[src/rtl/uart_tx_arbiter.sv]
// Round-robin arbiter that shares one uart_tx between a command FIFO (ch0) and a bulk FIFO (ch1).
// One word per frame: pop, fetch, load, wait for the frame to finish, then hold off for gap_cycles.
module uart_tx_arbiter #(
   parameter int DATA_WIDTH = 16,
   parameter int GAP_WIDTH  = 8
) (
   input  logic                  clk,
   input  logic                  rst,
   input  logic                  en,
   input  logic [GAP_WIDTH-1:0]  gap_cycles,
   input  logic                  ch0_empty,
   input  logic [DATA_WIDTH-1:0] ch0_data,
   output logic                  ch0_rd_en,
   input  logic                  ch1_empty,
   input  logic [DATA_WIDTH-1:0] ch1_data,
   output logic                  ch1_rd_en,
   input  logic                  tx_busy,
   output logic                  tx_wr_en,
   output logic [DATA_WIDTH-1:0] tx_data,
   output logic                  grant,
   output logic                  active,
   output logic [15:0]           frame_count,
   output logic                  tx_error
);

   typedef enum logic [2:0] {IDLE, POP, FETCH, LOAD, WAIT_BUSY, WAIT_DONE, GAP} state_t;

   state_t                state_q, state_d;
   logic                  ch0_rd_en_q, ch0_rd_en_d;
   logic                  ch1_rd_en_q, ch1_rd_en_d;
   logic                  tx_wr_en_q, tx_wr_en_d;
   logic [DATA_WIDTH-1:0] tx_data_q, tx_data_d;
   logic                  grant_q, grant_d;
   logic                  last_q, last_d;
   logic [15:0]           frame_count_q, frame_count_d;
   logic                  tx_error_q, tx_error_d;
   logic [GAP_WIDTH-1:0]  gap_cnt_q, gap_cnt_d;
   logic                  busy_cnt_q, busy_cnt_d;
   logic                  pick;

   // Strobes are computed one state early so they are registered and line up with POP/LOAD.
   always_comb begin
      // NOTE: every signal gets a default before the case, so no path can infer a latch.
      state_d       = state_q;
      ch0_rd_en_d   = 1'b0;
      ch1_rd_en_d   = 1'b0;
      tx_wr_en_d    = 1'b0;
      tx_data_d     = tx_data_q;
      grant_d       = grant_q;
      last_d        = last_q;
      frame_count_d = frame_count_q;
      tx_error_d    = tx_error_q;
      gap_cnt_d     = gap_cnt_q;
      busy_cnt_d    = busy_cnt_q;
      pick          = (!ch0_empty && !ch1_empty) ? ~last_q : ch0_empty;

      case (state_q)
         IDLE: begin
            if (en && (!ch0_empty || !ch1_empty)) begin
               grant_d     = pick;
               last_d      = pick;
               ch0_rd_en_d = ~pick;
               ch1_rd_en_d = pick;
               state_d     = POP;
            end
         end
         POP: state_d = FETCH;
         FETCH: begin
            tx_data_d     = grant_q ? ch1_data : ch0_data;
            tx_wr_en_d    = 1'b1;
            frame_count_d = frame_count_q + 16'd1;
            state_d       = LOAD;
         end
         LOAD: begin
            busy_cnt_d = 1'b0;
            state_d    = WAIT_BUSY;
         end
         WAIT_BUSY: begin
            if (tx_busy) begin
               state_d = WAIT_DONE;
            end else if (busy_cnt_q) begin
               tx_error_d = 1'b1;
               gap_cnt_d  = gap_cycles;
               state_d    = GAP;
            end else begin
               busy_cnt_d = 1'b1;
            end
         end
         WAIT_DONE: begin
            if (!tx_busy) begin
               gap_cnt_d = gap_cycles;
               state_d   = GAP;
            end
         end
         GAP: begin
            // A latched gap of 0 or 1 both leave after a single GAP cycle.
            if (gap_cnt_q == '0 || gap_cnt_q == GAP_WIDTH'(1)) begin
               state_d = IDLE;
            end else begin
               gap_cnt_d = gap_cnt_q - GAP_WIDTH'(1);
            end
         end
         default: state_d = IDLE;
      endcase
   end

   always_ff @(posedge clk) begin
      // NOTE: sequential state uses non-blocking assignments only; reset is synchronous and active-low.
      if (!rst) begin
         state_q       <= IDLE;
         ch0_rd_en_q   <= 1'b0;
         ch1_rd_en_q   <= 1'b0;
         tx_wr_en_q    <= 1'b0;
         tx_data_q     <= '0;
         grant_q       <= 1'b0;
         last_q        <= 1'b1;
         frame_count_q <= '0;
         tx_error_q    <= 1'b0;
         gap_cnt_q     <= '0;
         busy_cnt_q    <= 1'b0;
      end else begin
         state_q       <= state_d;
         ch0_rd_en_q   <= ch0_rd_en_d;
         ch1_rd_en_q   <= ch1_rd_en_d;
         tx_wr_en_q    <= tx_wr_en_d;
         tx_data_q     <= tx_data_d;
         grant_q       <= grant_d;
         last_q        <= last_d;
         frame_count_q <= frame_count_d;
         tx_error_q    <= tx_error_d;
         gap_cnt_q     <= gap_cnt_d;
         busy_cnt_q    <= busy_cnt_d;
      end
   end

   assign ch0_rd_en   = ch0_rd_en_q;
   assign ch1_rd_en   = ch1_rd_en_q;
   assign tx_wr_en    = tx_wr_en_q;
   assign tx_data     = tx_data_q;
   assign grant       = grant_q;
   assign frame_count = frame_count_q;
   assign tx_error    = tx_error_q;
   assign active      = (state_q != IDLE);

endmodule
[config.mk]
export PLATFORM = sky130hd
export DESIGN_NAME = uart_tx_arbiter
export DESIGN_NICKNAME = d
export VERILOG_FILES = /design/src/rtl/uart_tx_arbiter.sv
export SDC_FILE = /design/constraint.sdc
export NUM_CORES = 1
export LEC_CHECK = 0
export CAP_MARGIN = 30
export CORE_ASPECT_RATIO = 1.5
export CORE_MARGIN = 10
export CORE_UTILIZATION = 49
export DETAILED_ROUTE_END_ITERATION = 12
export PLACE_DENSITY = 0.85
export SYNTH_ARGS = -nofsm -noshare
export SYNTH_HDL_FRONTEND = slang
export SYNTH_SLANG_ARGS = --single-unit
[constraint.sdc]
create_clock -name clk -period 4.7 [get_ports clk]
set_clock_uncertainty 0.2 [all_clocks]
set_input_delay 0.94 -clock clk [delete_from_list [all_inputs] [get_ports clk]]
set_output_delay 0.94 -clock clk [all_outputs]
set_load 0.02 [all_outputs]
==> impl_results.md <==
* Syn-to-layout area delta at 37.74%
* Gpl congestion at just over 0.8
* Async set or reset register ratio after synthesis at 0%
* VDD IR max at 0.0002166 V
* Top-area cell type share of the netlist area at 39.78%
* Post-synth top area cell: dfxtp_1
* Status: finished clean
* Overall Power at 995.7 uW
* Post-CTS sizing at 0
* Area after DPL at 3373 um^2
* Initial Utilization at 51.48%
* GR Overflow Total at 0
* Flop pwr share at approximately 48%
* Core Util, Final at 70.92%
* Fin crit period at 2.949 ns
* Crit path arrival time at 2.93 ns
* R2r setup slk at roughly 2.3 ns
* CP Max Fanout at 24
* Total iterations of the first detailed-routing run at 4
* Vias after detailed routing at 2369
* First-pass GRT wire length at around 11 mm
* Ys Warns at 0
* Synth Flop Type: dfxtp_1
* Root Buffer: clkbuf_8
* Mux contribution to synthesized area at 7.558%
* H-tree level count at 2
* Final setup margin at 1.751 ns
* Post-cts hold buffer count at 0
* Clk buf depth at 2
* Post-Synth XOR/XNOR Area at 3.481%
* Leak at ~1.2 nW
* Switching portion of total power at a little under a third
* Hold Crit Class: reg2reg
* Largest net degree at the start of global routing at 33
* CTS clk-pin slew, worst paths at 0.09 ns
* Core box area at 4887 um^2
* Synth Area in Compound Gates at 17.01%
* WL final at 6.753 mm
* Die W at 78.51 um
* Initial DRC count at around 190
* Crit path kind: in2reg
* Filler instances at 407
* Vias in the first global route at 2375
* Number of core rows at 31
* Cell Pwr Density at roughly 290 nW/um^2
* Post-route cell area at 3466 um^2
* Sinks on Clock Net at 50
* Final setup viols at 0
* Top Ports at 84
* Routed vias/inst at 5.509
* Dpl hpwl at around 5.2 mm
* TritonCTS Buffers at 5
* Cells after synthesis at 288
* Average cell area after synthesis at 8.737 um^2
* Cell area after synthesis at ~2500 um^2
* Crit end category: register
* Post-synthesis sequential area ratio at 39.78%
* Initial antenna violation count at 0
* Post-synth EDFFs at 0
* Die height at 107.8 um
* Internal power at around 690 uW
* Maximum Capacitance Violations at 0
* Worst-Margin Slew at 0.7831 ns
* Dpl cells at 422
* Total track usage at between 10% and 20%
* # DRC at 0
* Placement Setup Slack at 1.457 ns
* Netlist cell types at 55
* Nets at about 410
* Post-route antenna net violation count at 0
* Mapped Nets at 338
* PortBufs at 83
* Cells taking the most area after synthesis: dfxtp_1, mux2i_1, nor2_1
* Post-Synth Adder-Cell Area at 1.989%
* NetSw at 302.4 uW
* Clock latency at the later pin of the worst-skew pair at 0.31 ns
* Tcrit/Tclk final at 62.74%
* Max Fclk at ~340 MHz
* Die Area at approximately 8500 um^2
* Final Hold Fails at 0
* DR WL/cell at 15.70 um
* Largest family of logic cells by synthesized area: simple AND/OR/NAND/NOR gates
* Total negative slack at 0 ns
* Hold_ws at 0.2855 ns
* Crit path launch type: input pin
* Critical Path RT at 4.68 ns
* CTS tree: yes
* Logic pwr share at between 20% and 30%
* Synth Area in Simple Gates at between 20% and 30%
* Post-CTS Setup Bufs at 0
* Diodes inserted at 0
* Yosys reg bits at 50
* Clock share of power at 25.7%
* Slew headroom at 47.74%
* Proportion of layout cells with a drive suffix above 1 at 7.143%
* Max Transition Viols Final at 0
* Non-filler cells, final at 430
* RSZ-0062 raised after global routing: false
registers in the layout (all words and copies together), names as in the netlist:
name / count
frame_count: 16
tx_data: 16
gap_cnt_q: 8
state_q: 3
busy_cnt_q: 1
ch0_rd_en: 1
ch1_rd_en: 1
grant: 1
last_q: 1
tx_error: 1
tx_wr_en: 1
power by group through the flow:
stage	clock network (mW)	logic, mW	registers [mW]
after floorplan	0	0.124	0.507
after global placement	0	0.250	0.489
after detailed placement	0	0.261	0.490
after CTS	0.260	0.262	0.481
after global routing	0.278	0.282	0.487
final	0.256	0.258	0.481
worst max-delay path, stage by stage:
cell	delay, ns
clkdlybuf4s50_1	0.70
inv_1	0.73
buf_4	0.35
a21o_1	0.12
o22ai_1	0.07
final cells by class:
type / instances / area, um^2 / share of cell area [%]
multi-input combinational: 213 / 1390 / 40.11
sequential: 50 / 1001 / 28.88
timing repair buffer: 86 / 873.3 / 25.20
tap: 66 / 82.58 / 2.383
clock buffer: 5 / 68.82 / 1.986
inverter: 7 / 26.28 / 0.7581
clock inverter: 3 / 23.77 / 0.6859
metal layers:
layer / up-vias / wire length [um] / GRT usage [%]
li1: 1187 / - / -
met1: 1098 / 2518 / 16.74
met2: 80 / 3683 / 28.66
met3: 4 / 480 / 4.933
met4: 0 / 72 / 5.398
met5: - / 0 / 0
placed cells by master, fill, tap and decap left out, types with 5 or more instances in the layout:
cell type	count
a21oi_1	16
nand3_1	8
inv_1	6
xor2_1	5
o21ai_0	5
xnor2_1	5
clkbuf_8	5
a211oi_1	16
nor2_1	45
clkdlybuf4s50_1	83
dfxtp_1	50
nand2_1	20
mux2i_1	19
nor3_1	6
nand4_1	7
cells by family (layout without fill, tap and decap cells):
group,Yosys count,after routing
buffers and inverters,25,101
AOI/OAI and AO/OA,60,60
adders and majority gates,4,4
and+or+nand+nor,120,120
DFF,50,50
xor gates and xnor gates,10,10
muxes,19,19
worst paths after layout:
| check | from | end | cells after the start |
|---|---|---|---|
| worst max-delay path | rst | gap_cnt_q[4] | 5 |
| worst min-delay path | tx_error | tx_error | 1 |
| worst max register to register | state_q[2] | gap_cnt_q[0] | 4 |
| worst min register to register | tx_error | tx_error | 1 |
cell usage after synthesis (5+ instances only):
library cell,instances
clkbuf_1,7
mux2i_1,19
dfxtp_1,50
inv_1,6
nor2_1,45
xnor2_1,5
a21oi_1,16
buf_2,7
a211oi_1,16
nand3_1,8
nor3_1,6
o21ai_0,5
xor2_1,5
nand2_1,20
nand4_1,7
Power figures use the tool's default switching activity.
